$ cat src/rtl/mult_arb_pkg.sv
// mult_arb_pkg: shared state encoding and requester limit for mult_arbiter
package mult_arb_pkg;
  localparam int NREQ_MAX = 8;
  typedef enum logic [1:0] {IDLE, CALC, RESP} state_t;
endpackage

$ cat src/rtl/comb_multiplier.sv
// comb_multiplier: full-width combinational signed multiply
module comb_multiplier #(
  parameter int WIDTH = 16
) (
  input  logic signed [WIDTH-1:0]   a,
  input  logic signed [WIDTH-1:0]   b,
  output logic signed [2*WIDTH-1:0] p
);
  assign p = (2*WIDTH)'(a) * (2*WIDTH)'(b);
endmodule

$ cat src/rtl/mult_arbiter.sv
// mult_arbiter: round-robin time-sharing of one signed multiplier among NREQ requesters
module mult_arbiter
  import mult_arb_pkg::*;
#(
  parameter int WIDTH = 16,
  parameter int NREQ  = 2
) (
  input  logic                    clk,
  input  logic                    n_rst,
  input  logic [NREQ-1:0]         req_valid,
  output logic [NREQ-1:0]         req_ready,
  input  logic [NREQ*WIDTH-1:0]   req_a,
  input  logic [NREQ*WIDTH-1:0]   req_b,
  output logic [NREQ-1:0]         rsp_valid,
  input  logic [NREQ-1:0]         rsp_ready,
  output logic [2*WIDTH-1:0]      rsp_prod,
  output logic                    busy
);
  localparam int IW = $clog2(NREQ);
  if (NREQ < 2 || NREQ > NREQ_MAX) begin : g_bad_nreq
    $error("mult_arbiter: NREQ out of range");
  end
  state_t                   state;
  logic [IW-1:0]            ptr, owner, win;
  logic                     any;
  logic [2*NREQ-1:0]        dbl;
  logic signed [WIDTH-1:0]  op_a, op_b, sel_a, sel_b;
  logic signed [2*WIDTH-1:0] prod, result;
  comb_multiplier #(.WIDTH(WIDTH)) u_mul (.a(op_a), .b(op_b), .p(prod));
  // valids rotated so bit 0 is the requester currently holding top priority
  assign dbl = {req_valid, req_valid} >> ptr;
  // first valid at or after the pointer wins; its operands are muxed out
  always_comb begin
    win   = '0;
    any   = 1'b0;
    sel_a = '0;
    sel_b = '0;
    for (int i = NREQ - 1; i >= 0; i--)
      if (dbl[i]) begin
        win = IW'((int'(ptr) + i) % NREQ);
        any = 1'b1;
      end
    for (int i = 0; i < NREQ; i++)
      if (win == IW'(i)) begin
        sel_a = req_a[i*WIDTH +: WIDTH];
        sel_b = req_b[i*WIDTH +: WIDTH];
      end
  end
  assign req_ready = (state == IDLE && any) ? NREQ'(1) << win : '0;
  assign rsp_valid = (state == RESP) ? NREQ'(1) << owner : '0;
  assign rsp_prod  = (state == RESP) ? result : '0;
  assign busy      = state != IDLE;
  // accept -> multiply -> hold result until the owner takes it
  always_ff @(posedge clk or negedge n_rst)
    if (!n_rst) begin
      state  <= IDLE;
      ptr    <= '0;
      owner  <= '0;
      op_a   <= '0;
      op_b   <= '0;
      result <= '0;
    end else
      case (state)
        IDLE: if (any) begin
          op_a  <= sel_a;
          op_b  <= sel_b;
          owner <= win;
          ptr   <= (win == IW'(NREQ - 1)) ? '0 : win + IW'(1);
          state <= CALC;
        end
        CALC: begin
          result <= prod;
          state  <= RESP;
        end
        RESP: if (rsp_ready[owner]) state <= IDLE;
        default: state <= IDLE;
      endcase
endmodule

$ cat config.mk
export PLATFORM = sky130hd
export DESIGN_NAME = mult_arbiter
export DESIGN_NICKNAME = d
export VERILOG_FILES = /design/src/rtl/mult_arb_pkg.sv /design/src/rtl/comb_multiplier.sv /design/src/rtl/mult_arbiter.sv
export SDC_FILE = /design/constraint.sdc
export NUM_CORES = 1
export LEC_CHECK = 0
export ABC_CLOCK_PERIOD_IN_PS = 11200
export BUFFER_PORTS_ARGS = -buffer_cell sky130_fd_sc_hd__buf_4
export CORE_MARGIN = 4
export CORE_UTILIZATION = 25
export CTS_CLUSTER_DIAMETER = 40
export DETAILED_ROUTE_END_ITERATION = 10
export GPL_TIMING_DRIVEN = 0
export HOLD_SLACK_MARGIN = 0.06
export PLACE_DENSITY = 0.4
export REMOVE_ABC_BUFFERS = 1
export SYNTH_ARGS = -nofsm -noshare
export SYNTH_HDL_FRONTEND = slang
export SYNTH_SLANG_ARGS = --single-unit
$ cat constraint.sdc
create_clock -name clk -period 11.2 [get_ports clk]
set_clock_uncertainty 0.15 [all_clocks]
set_input_delay 1.12 -clock clk [delete_from_list [all_inputs] [get_ports clk]]
set_output_delay 1.12 -clock clk [all_outputs]
set_load 0.01 [all_outputs]
==> qor.yml <==
grt:
  global_route_wire_length_before_repair_mm: 57.4
  grt_overflow: 0
  antenna_found_initial: 2
  vias_in_the_first_global_route: 10100
  maximum_number_of_pins_on_one_net_before_global_route_repair: 69
  grtUsageTotal_pct: 13.6
worst_hold_path:
  hold_path_class: "reg2reg"
  worstHoldPathCells: 2
sta:
  maxSlewHeadroom_pct: 32.4
  timing.final.crit_share_pct: 62.5
  grt_setup_unrepaired: "no"
  maxClockFrequency_mhz: 143
  final-hold-violation-count: 0
  max_slew.worst_pin.slew_ns: 1.01
  layout_min_cycle_time_ns: 7.01
  fin_setup_tns_ns: 0
  timing_max_transition_violations_final: 0
  setup-violations-final: 0
synth:
  ys_async_sr_fraction_pct: 100
  synthesis.area_mm2: 0.0128
  syn_inst: 1382
  netlist-cell-type-count: 52
  ys_seq_area_share_pct: 13.3
  yosys_most_used_dff: "dfrtp_1"
  number_of_synthesized_flops_with_an_enable_pin: 0
  ys.warnings.count: 0
  syn_avg_cell_area_um2: 9.28
  synth.ff_latch_count: 68
clocking:
  cts_made_buffers: 9
  cts_tree: "built"
  cts_setup_buffers: 0
  cts_max_path_buffers: 2
  cts.sinks: 68
  h-tree-depth: 3
  cts_root_buffer: "clkbuf_16"
  cts_hold_buf: 0
  cts-resized-gates: 0
  cts.clk_slew.worst_paths_ns: 0.06
  clock_insertion_delay_worst_skew_ns: 0.36
route:
  post_drt_wl_per_cell_um: 16.7
  drt_first_pass_iters: 8
  antenna_violating_nets_left: 0
  vias: 9269
  detail_route.iter0.violations: 497
  detail_route.wirelength_mm: 35.4
  remaining_drc_errors: 0
  per_cell_via_count_in_the_routed_design: 4.37
final_layout:
  layout.nets: 1859
  fillCellCount: 5502
  area_delta_synth_final_pct: 14.2
  final_layout_size_suffix_gt1_share_pct: 9.74
outcome:
  outcome: "completed"
floorplan:
  floorplan.rows: 82
  io_pins: 107
  start_util_pct: 25.4
  die_area_mm2: 0.0550
  die_h_um: 235
  die_x_um: 235
  floorplan.core_area_mm2: 0.0505
placement:
  detailed_place_hpwl_mm: 28.4
  globalplace.congestion: 0.774
  buffer_ports.inserted: 106
setup_path:
  timing.critical_path.from_type: "register"
  critical_path_data_arrival_time_ns: 7.09
  setup.worst_path.class: "reg2reg"
  worstRegToRegCells: 19
  cp_max_fo: 17
  critical_path_required_ns: 11.29
  worst_setup_path_end_kind: "register"
flow_run:
  timing.max_cap.violations: 0
-- layout make-up --
type / count / area, µm² / share of cell area (%)
diodes: 1 / 2.50 / 0.0171
clock buffers: 11 / 233 / 1.59
clock inverters: 3 / 40.0 / 0.273
inverters: 355 / 1330 / 9.10
multi-input cells: 899 / 9590 / 65.5
flip-flops and latches: 68 / 1700 / 11.6
well taps: 672 / 841 / 5.74
repair buffers: 112 / 901 / 6.15
-- synth_stat cells (3+ instances only) --
cell type / instances / share of area (%)
inv_1: 355 / 10
fa_1: 262 / 41
nand2_1: 162 / 4.7
and2_1: 152 / 7.4
ha_1: 82 / 8.0
dfrtp_1: 68 / 13
clkbuf_1: 52 / 1.5
a222oi_1: 32 / 2.5
o21ai_0: 25 / 0.98
a21oi_1: 22 / 0.86
xnor2_1: 21 / 1.4
nor2_1: 19 / 0.56
o21ai_1: 19 / 0.74
nand2b_1: 12 / 0.59
xor2_1: 11 / 0.75
a21o_1: 7 / 0.41
nor3_1: 7 / 0.27
mux2_2: 6 / 0.53
a211oi_1: 5 / 0.29
a211o_1: 4 / 0.27
and3_1: 4 / 0.20
buf_2: 4 / 0.16
nand3_1: 4 / 0.16
nor3b_1: 4 / 0.23
a221o_1: 3 / 0.23
buf_1: 3 / 0.088
nand4_1: 3 / 0.15
-- worst max-delay path, stage by stage, from the launching register on --
cell and delay, ns:
dfrtp_1 0.80, nand2_1 0.20, inv_1 0.17, fa_1 0.55, fa_1 0.84, fa_1 0.52
fa_1 0.51, fa_1 0.49, inv_1 0.05, fa_1 0.47, inv_1 0.04, ha_1 0.40
and3_1 0.22, a221o_1 0.36, o41ai_2 0.25, o21bai_1 0.13, a41oi_2 0.23, a211o_1 0.20
nor4b_1 0.05, a211o_1 0.24
-- cell usage in the layout (no fill, tap or decap), types with 4 or more instances in the layout --
cell,n
a222oi_1,32
xor2_1,11
a21o_1,7
fa_1,262
and2_1,152
dfrtp_1,68
ha_1,82
a211o_1,4
nand2b_1,11
a211oi_1,4
xnor2_1,21
nor2_1,18
a21oi_1,22
buf_4,106
o21ai_1,18
nor3_1,7
o21ai_0,25
mux2_2,6
and3_1,4
clkbuf_16,9
nand2_1,162
inv_1,355
nor3b_1,4
nand3_1,4
-- metal layers --
layer  wire length, µm  track usage, %  vias to the layer above  part of all wire [%]
met5                 0               0                        -                     0
met4               304            2.16                        0                  0.86
met3               875            1.33                       17                   2.5
met2             18400            24.5                      113                    52
met1             15800            17.9                     4847                    45
li1                  -               -                     4292                     -
-- final timing paths --
| check | from | end | slack [ns] |
|---|---|---|---|
| setup reg to reg | op_b[1] | result[30] | 4.19 |
| max in group asynchronous | n_rst | op_a[14] | 9.51 |
| hold / removal | result[18] | result[18] | 0.32 |
| min in group asynchronous | n_rst | result[27] | 0.74 |
| setup / recovery | op_b[1] | result[30] | 4.19 |
| hold reg to reg | result[18] | result[18] | 0.32 |
-- stage by stage --
step                      utilization, %  worst slack, ns  hold slack (ns)  std cells  cell area [µm²]
after global placement              28.2             4.06            0.307       2100            14200
final                               29.0             4.19            0.318       2121            14600
after CTS                           29.0             4.16            0.325       2120            14600
after global routing                29.0             3.82            0.348       2120            14600
after detailed placement            28.5             4.20            0.312       2106            14400
after floorplan                        -             4.93            0.290       1322            12600
-- kinds of logic (layout without fill, tap and decap cells) --
group	after synthesis	in the layout	synth area share (%)
other	0	1	0
AOI/OAI and AO/OA	142	142	8.08
and+or+nand+nor	373	373	14.7
DFF	68	68	13.3
buffers and inverters	415	481	12.2
adders and majority gates	344	344	48.9
xor gates and xnor gates	32	32	2.19
muxes	8	8	0.683
-- registers in the layout (all words and copies together), names as in the netlist --
signal / cells
op_b: 16
result: 32
op_a: 16
state: 2
ptr: 1
owner: 1
Power is not shown: default switching activity piles up to over one toggle a cycle in this logic, so the estimate is an artifact.
